$ cat src/rtl/inv32_pkg.sv
// inv32_pkg: shared constants, FSM state type and LFSR helpers for the
// inv32 built-in self-test engine (inv32_bist and lfsr32).
package inv32_pkg;

  localparam int          WIDTH_DEF = 32;
  localparam int          NUM_DIR   = 5;

  localparam logic [31:0] DIR_PAT0  = 32'h0000_0000;
  localparam logic [31:0] DIR_PAT1  = 32'hFFFF_FFFF;
  localparam logic [31:0] DIR_PAT2  = 32'hAAAA_AAAA;
  localparam logic [31:0] DIR_PAT3  = 32'h0000_FFFF;
  localparam logic [31:0] DIR_PAT4  = 32'hCCCC_CCCC;

  // Galois taps for x^32 + x^22 + x^2 + x + 1 (right-shifting form)
  localparam logic [31:0] LFSR_MASK = 32'h8020_0003;

  typedef enum logic [1:0] {
    ST_IDLE = 2'd0,
    ST_DIR  = 2'd1,
    ST_RAND = 2'd2,
    ST_DONE = 2'd3
  } state_e;

  // Directed pattern lookup by position in the directed set
  function automatic logic [31:0] dir_pat(input logic [2:0] idx);
    logic [31:0] p;
    case (idx)
      3'd0:    p = DIR_PAT0;
      3'd1:    p = DIR_PAT1;
      3'd2:    p = DIR_PAT2;
      3'd3:    p = DIR_PAT3;
      3'd4:    p = DIR_PAT4;
      default: p = 32'h0000_0000;
    endcase
    return p;
  endfunction

  // One Galois step: shift right, fold the taps back in when a one drops out
  function automatic logic [31:0] lfsr_step(input logic [31:0] s);
    logic [31:0] n;
    if (s[0]) begin
      n = (s >> 1) ^ LFSR_MASK;
    end else begin
      n = s >> 1;
    end
    return n;
  endfunction

endpackage

$ cat src/rtl/inv32_bist_lfsr32.sv
// lfsr32: 32-bit Galois LFSR with synchronous load, advance enable and a
// zero-seed guard (an all-zero seed would lock the register at zero).
module lfsr32
  import inv32_pkg::*;
(
  input  logic        clk,
  input  logic        rst,
  input  logic        i_load,
  input  logic        i_adv,
  input  logic [31:0] i_seed,
  output logic [31:0] o_next
);

  logic [31:0] r_state;
  logic [31:0] w_seed_safe;

  assign w_seed_safe = (i_seed == 32'd0) ? 32'd1 : i_seed;
  assign o_next      = lfsr_step(r_state);

  // State register: load has priority over advance
  always_ff @(posedge clk or posedge rst) begin
    if (rst) begin
      r_state <= w_seed_safe;
    end else if (i_load) begin
      r_state <= w_seed_safe;
    end else if (i_adv) begin
      r_state <= o_next;
    end else begin
      r_state <= r_state;
    end
  end

endmodule

$ cat src/rtl/inv32_bist.sv
// inv32_bist: BIST engine for the 32-bit inverter. Drives directed then LFSR
// patterns on pat_o, checks resp_i against ~pat_o at the end of each pattern
// cycle and reports busy/done/pass and a saturating error count.
// Optional first-failure log: define INV32_BIST_FAILLOG_EN.
module inv32_bist
  import inv32_pkg::*;
#(
  parameter int          WIDTH     = WIDTH_DEF,
  parameter int          NUM_RAND  = 16,
  parameter logic [31:0] LFSR_SEED = 32'h1,
  parameter int          ERR_W     = 8
) (
  input  logic             clk,
  input  logic             rst,
  input  logic             start,
  input  logic [WIDTH-1:0] resp_i,
  output logic [WIDTH-1:0] pat_o,
  output logic             busy,
  output logic             done,
  output logic             pass,
  output logic [ERR_W-1:0] err_cnt,
`ifdef INV32_BIST_FAILLOG_EN
  output logic             fail_valid,
  output logic [7:0]       fail_idx,
  output logic [WIDTH-1:0] fail_pat,
  output logic [WIDTH-1:0] fail_resp,
`endif
  output logic [7:0]       pat_idx
);

  localparam logic [7:0]       LAST_IDX = 8'(NUM_DIR + NUM_RAND - 1);
  localparam logic [7:0]       DIR_LAST = 8'(NUM_DIR - 1);
  localparam logic [ERR_W-1:0] ERR_MAX  = {ERR_W{1'b1}};
  localparam logic [ERR_W-1:0] ERR_ZERO = {ERR_W{1'b0}};

  // Map a 32-bit pattern onto WIDTH bits (truncate or replicate)
  function automatic logic [WIDTH-1:0] fit(input logic [31:0] p);
    logic [WIDTH-1:0] r;
    for (int i = 0; i < WIDTH; i++) begin
      r[i] = p[i % 32];
    end
    return r;
  endfunction

  state_e           r_state, w_state_nxt;
  logic [WIDTH-1:0] r_pat,   w_pat_nxt;
  logic [7:0]       r_idx,   w_idx_nxt;
  logic             r_busy,  w_busy_nxt;
  logic             r_done,  w_done_nxt;
  logic             r_pass,  w_pass_nxt;
  logic [ERR_W-1:0] r_err,   w_err_nxt;
  logic [ERR_W-1:0] w_err_chk;
  logic             w_miss;
  logic             w_accept;
  logic             w_load;
  logic             w_adv;
  logic [31:0]      w_lfsr_next;

  lfsr32 u_lfsr (
    .clk    (clk),
    .rst    (rst),
    .i_load (w_load),
    .i_adv  (w_adv),
    .i_seed (LFSR_SEED),
    .o_next (w_lfsr_next)
  );

  // Response of the pattern currently held on pat_o, judged at its closing edge
  assign w_miss    = r_busy && (resp_i != ~r_pat);
  assign w_err_chk = (w_miss && (r_err != ERR_MAX)) ? (r_err + {{(ERR_W-1){1'b0}}, 1'b1}) : r_err;
  assign w_accept  = start && ((r_state == ST_IDLE) || (r_state == ST_DONE));

  // Next-state, next-pattern and status computation
  always_comb begin
    w_state_nxt = r_state;
    w_pat_nxt   = r_pat;
    w_idx_nxt   = r_idx;
    w_busy_nxt  = r_busy;
    w_done_nxt  = r_done;
    w_pass_nxt  = r_pass;
    w_err_nxt   = r_err;
    w_load      = 1'b0;
    w_adv       = 1'b0;
    case (r_state)
      ST_IDLE, ST_DONE: begin
        if (start) begin
          w_state_nxt = ST_DIR;
          w_pat_nxt   = fit(DIR_PAT0);
          w_idx_nxt   = 8'd0;
          w_busy_nxt  = 1'b1;
          w_done_nxt  = 1'b0;
          w_pass_nxt  = 1'b0;
          w_err_nxt   = ERR_ZERO;
          w_load      = 1'b1;
        end else begin
          w_pat_nxt   = {WIDTH{1'b0}};
          w_idx_nxt   = 8'd0;
          w_busy_nxt  = 1'b0;
        end
      end
      ST_DIR, ST_RAND: begin
        w_err_nxt = w_err_chk;
        if (r_idx == LAST_IDX) begin
          w_state_nxt = ST_DONE;
          w_pat_nxt   = {WIDTH{1'b0}};
          w_idx_nxt   = 8'd0;
          w_busy_nxt  = 1'b0;
          w_done_nxt  = 1'b1;
          w_pass_nxt  = (w_err_chk == ERR_ZERO);
        end else if ((r_state == ST_RAND) || (r_idx == DIR_LAST)) begin
          // LFSR steps before first use, so the seed itself is never applied
          w_state_nxt = ST_RAND;
          w_pat_nxt   = fit(w_lfsr_next);
          w_idx_nxt   = r_idx + 8'd1;
          w_adv       = 1'b1;
        end else begin
          w_pat_nxt   = fit(dir_pat(r_idx[2:0] + 3'd1));
          w_idx_nxt   = r_idx + 8'd1;
        end
      end
      default: begin
        w_state_nxt = ST_IDLE;
        w_pat_nxt   = {WIDTH{1'b0}};
        w_idx_nxt   = 8'd0;
        w_busy_nxt  = 1'b0;
        w_done_nxt  = 1'b0;
        w_pass_nxt  = 1'b0;
        w_err_nxt   = ERR_ZERO;
      end
    endcase
  end

  // Registered FSM state and outputs
  always_ff @(posedge clk or posedge rst) begin
    if (rst) begin
      r_state <= ST_IDLE;
      r_pat   <= {WIDTH{1'b0}};
      r_idx   <= 8'd0;
      r_busy  <= 1'b0;
      r_done  <= 1'b0;
      r_pass  <= 1'b0;
      r_err   <= ERR_ZERO;
    end else begin
      r_state <= w_state_nxt;
      r_pat   <= w_pat_nxt;
      r_idx   <= w_idx_nxt;
      r_busy  <= w_busy_nxt;
      r_done  <= w_done_nxt;
      r_pass  <= w_pass_nxt;
      r_err   <= w_err_nxt;
    end
  end

  assign pat_o   = r_pat;
  assign busy    = r_busy;
  assign done    = r_done;
  assign pass    = r_pass;
  assign err_cnt = r_err;
  assign pat_idx = r_idx;

`ifdef INV32_BIST_FAILLOG_EN
  logic             r_fail_valid;
  logic [7:0]       r_fail_idx;
  logic [WIDTH-1:0] r_fail_pat;
  logic [WIDTH-1:0] r_fail_resp;

  // Capture only the first mismatch of a run; cleared by an accepted start
  always_ff @(posedge clk or posedge rst) begin
    if (rst) begin
      r_fail_valid <= 1'b0;
      r_fail_idx   <= 8'd0;
      r_fail_pat   <= {WIDTH{1'b0}};
      r_fail_resp  <= {WIDTH{1'b0}};
    end else if (w_accept) begin
      r_fail_valid <= 1'b0;
      r_fail_idx   <= 8'd0;
      r_fail_pat   <= {WIDTH{1'b0}};
      r_fail_resp  <= {WIDTH{1'b0}};
    end else if (w_miss && !r_fail_valid) begin
      r_fail_valid <= 1'b1;
      r_fail_idx   <= r_idx;
      r_fail_pat   <= r_pat;
      r_fail_resp  <= resp_i;
    end else begin
      r_fail_valid <= r_fail_valid;
      r_fail_idx   <= r_fail_idx;
      r_fail_pat   <= r_fail_pat;
      r_fail_resp  <= r_fail_resp;
    end
  end

  assign fail_valid = r_fail_valid;
  assign fail_idx   = r_fail_idx;
  assign fail_pat   = r_fail_pat;
  assign fail_resp  = r_fail_resp;
`else
  logic w_accept_unused;
  assign w_accept_unused = w_accept;
`endif

endmodule

$ cat config.mk
export PLATFORM = sky130hd
export DESIGN_NAME = inv32_bist
export DESIGN_NICKNAME = d
export VERILOG_FILES = /design/src/rtl/inv32_pkg.sv /design/src/rtl/inv32_bist_lfsr32.sv /design/src/rtl/inv32_bist.sv
export SDC_FILE = /design/constraint.sdc
export NUM_CORES = 1
export LEC_CHECK = 0
export BUFFER_PORTS_ARGS = -buffer_cell sky130_fd_sc_hd__clkbuf_2
export CELL_PAD_IN_SITES_DETAIL_PLACEMENT = 1
export CELL_PAD_IN_SITES_GLOBAL_PLACEMENT = 1
export CORE_MARGIN = 2
export CORE_UTILIZATION = 37
export CTS_BUF_LIST = sky130_fd_sc_hd__clkbuf_4 sky130_fd_sc_hd__clkbuf_8 sky130_fd_sc_hd__clkbuf_16
export CTS_CLUSTER_SIZE = 16
export DETAILED_ROUTE_END_ITERATION = 7
export GPL_TIMING_DRIVEN = 0
export HOLD_SLACK_MARGIN = 0.1
export PLACE_DENSITY = 0.85
export SLEW_MARGIN = 20
export SYNTH_ARGS = -nofsm -noshare
export SYNTH_HDL_FRONTEND = slang
export SYNTH_SLANG_ARGS = --single-unit
$ cat constraint.sdc
create_clock -name clk -period 2.3 [get_ports clk]
set_input_delay 0.23 -clock clk [delete_from_list [all_inputs] [get_ports clk]]
set_output_delay 0.23 -clock clk [all_outputs]
set_load 0.02 [all_outputs]
==> qor.yml <==
timing:
  setup_violations: 0
  maxSlewHeadroom: 0.662
  finalClockSkew_ps: 14.6
  worst-slew-pin-transition_ps: 506
  tns_ps: 0
  slew_viol_final: 0
  worst_hold_slack_ps: 213
  fmax_ghz: 0.438
  fin_crit_sh: 0.992
  finalHoldViolations: 0
  finalCriticalPeriod_ps: 2280
setup_path:
  arrival_ps: 2520
  crit_path_start_kind: "flop"
  worstSetupEndpointType: "flop"
  critical_path.cell_chain: "inv_1 > ha_1 > and4bb_2 > nand2_1 > nor2_4 > o21bai_4 > buf_12 > clkbuf_2 > nand3_1 > o21ai_0"
  slowest_stage: "dfrtp_2"
  r2r_start: "pat_idx[0]$_DFF_PP0_"
  crit_start: "pat_idx[0]$_DFF_PP0_"
  path_class: "reg -> reg"
  worstPathMaxFanout: 10
  slowest_delay_ps: 440
  required_ps: 2540
job:
  drv_cap: 0
drt:
  firstDrtPassIters: 4
  drtIter0Drc: 203
  finalWirelength_um: 12700
  num_vias: 3589
  post_drt_wl_per_cell_um: 18.7
  vias_per_cell: 5.27
  ant_nets: 0
  drc: 0
layout:
  fillers: 1263
  final_cell_count_no_fill: 681
  areaGrowthSynthToFinish_pct: 26.6
  num-nets-final: 579
  seqCellArea_um2: 2130
  num_antenna_cells: 0
  drive_gt1_frac: 0.298
  design_area_um2: 5160
  multi_input_area_um2: 1950
  utilization: 0.479
global_route:
  overflow: 0
  track_usage: 0.214
  grt_pass1_wl_um: 19300
  grt_antenna_before_repair: 0
  grt_pass1_vias: 3729
  grt_max_degree: 36
clock_tree:
  cts_made_buffers: 9
  worstSkewPairLatency_ps: 380
  cts.sinks: 85
  cts.htree.levels: 3
  clockRootBuffer: "clkbuf_8"
  cts_tree: "yes"
  clock_path_buffers: 2
  path_clk_slew_ps: 100
synthesis:
  synth_cells: 426
  synth_top_area_cell: "dfrtp_1"
  synth_edf_count: 0
  syn-num-nets: 469
  ys_seq_area_frac: 0.522
  synthDistinctLibCells: 50
  async_flop_share: 1.00
  synth_commonest_cells: "dfrtp_1 (84), nand2_1 (70), nor2_1 (59)"
  synth_area_um2: 4080
  syn_avg_cell_area_um2: 9.57
  ys.flop_type: "dfrtp_1"
  synth_top_cells_by_area: "dfrtp_1 (52%), xor2_1 (7.7%), nand2_1 (6.4%)"
  netlist.area_leader.share: 0.515
  synth_warnings: 0
  ys_ff_latch: 85
  post-synth-top-count-cell: "dfrtp_1"
hold_path:
  hp-start: "start"
  hold_path_class: "in -> reg"
placement:
  dp_cells: 653
  placed_cell_area_um2: 4720
  post-dp-hpwl_um: 8920
  port_buffers: 85
  place.gp.congestion: 0.828
die:
  core_area_um2: 10800
  rows: 38
  ios: 86
  die-area_um2: 11900
  die_w_um: 109
  fp.dieH_um: 109
  start_util: 0.378
power_and_ir_drop:
  seq_power_share: 0.324
  ir_drop_v: 0.000525
  p_per_area_nw_per_um2: 1350
  internal_power_mw: 3.74
  netSwitchingFraction: 0.465
  p_switching_mw: 3.25
  clkPwrFrac: 0.156
  combPwrFrac: 0.520
  p_leak_nw: 2.65
status:
  status: "finished clean"
[final timing paths]
path,endpoint,slack (ps),cells after the start
setup / recovery,u_lfsr.r_state[21]$_DFFE_PP0P_,20,10
hold / removal,done$_DFFE_PP0P_,210,3
setup reg to reg,u_lfsr.r_state[21]$_DFFE_PP0P_,20,10
hold reg to reg,pat_idx[0]$_DFF_PP0_,490,1
max in group asynchronous,u_lfsr.r_state[0]$_DFFE_PP1P_,1300,4
min in group asynchronous,pat_idx[7]$_DFF_PP0_,410,3
[registers in the layout, summed over array words and instances, names as in the netlist]
name and cells:
busy 1, done 1, err_cnt 8, pass 1, pat_idx 8, pat_o 32
r_state 2, u_lfsr.r_state 32
[stage by stage]
step | setup WS (ps) | power [mW]
2_1_floorplan | 91.6 | 4.29
6_report | 17.7 | 7.00
5_1_grt | -42.6 | 7.39
3_3_place_gp | -198 | 5.27
4_1_cts | 0.0899 | 6.67
3_5_place_dp | -287 | 5.42
[layer usage]
metal | global-route usage | up-vias | part of all wire
li1 | - | 1642 | -
met2 | 0.366 | 101 | 0.52
met5 | 0 | - | 0
met3 | 0.0233 | 28 | 0.045
met1 | 0.272 | 1818 | 0.41
met4 | 0.0971 | 0 | 0.026
[area by class of cell]
| cell class | instances | area share |
|---|---|---|
| buffer | 19 | 0.0208 |
| clock buffer | 10 | 0.0266 |
| clock inverter | 6 | 0.0121 |
| inverter | 8 | 0.00654 |
| multi-input combinational | 314 | 0.377 |
| sequential | 85 | 0.413 |
| tap | 140 | 0.0339 |
| timing repair buffer | 99 | 0.110 |
[kinds of logic (layout without fill, tap and decap cells)]
family,after synthesis,after routing,share of synthesized area
simple gates,199,199,0.222
flops,85,85,0.522
compound gates,60,60,0.0997
xor+xnor,43,43,0.0923
buf+inv,27,142,0.0279
fa+ha+maj,8,8,0.0245
mux,4,4,0.0113
[power groups by stage]
stage,logic (mW),registers [mW],clock network (mW)
after floorplan,1.70,2.58,0
after global placement,3.01,2.26,0
after detailed placement,3.12,2.29,0
after CTS,3.31,2.27,1.10
after global routing,3.94,2.31,1.15
final,3.64,2.27,1.09
[cells in the final DEF, fill, tap and decap left out, types with 8 or more instances in the layout]
cell type  count
clkbuf_8      10
a21oi_1       10
nand3_1       30
clkbuf_2      88
nand2_1       70
o21ai_0        8
buf_4         12
xor2_1        35
o21a_1        14
nand4_1       10
nor2_1        57
dfrtp_1       81
[what timing repair did]
action                     4_1_cts  5_1_grt
gates resized for setup         20       19
setup endpoints to repair       54       54
hold endpoints to repair        16        0
pin swaps                        1        5
hold buffers                     1        0
setup buffers                    0       11
[critical path, delay by kind of cell (launching register included)]
| family | cells | cell delay [ps] |
|---|---|---|
| AO/OA/AOI/OAI | 2 | 280 |
| adder cells (fa/ha/maj) | 1 | 170 |
| buffers and inverters | 3 | 480 |
| flip-flops | 1 | 440 |
| AND/OR/NAND/NOR | 4 | 750 |
Note: power is estimated with default switching activity, not from simulation.
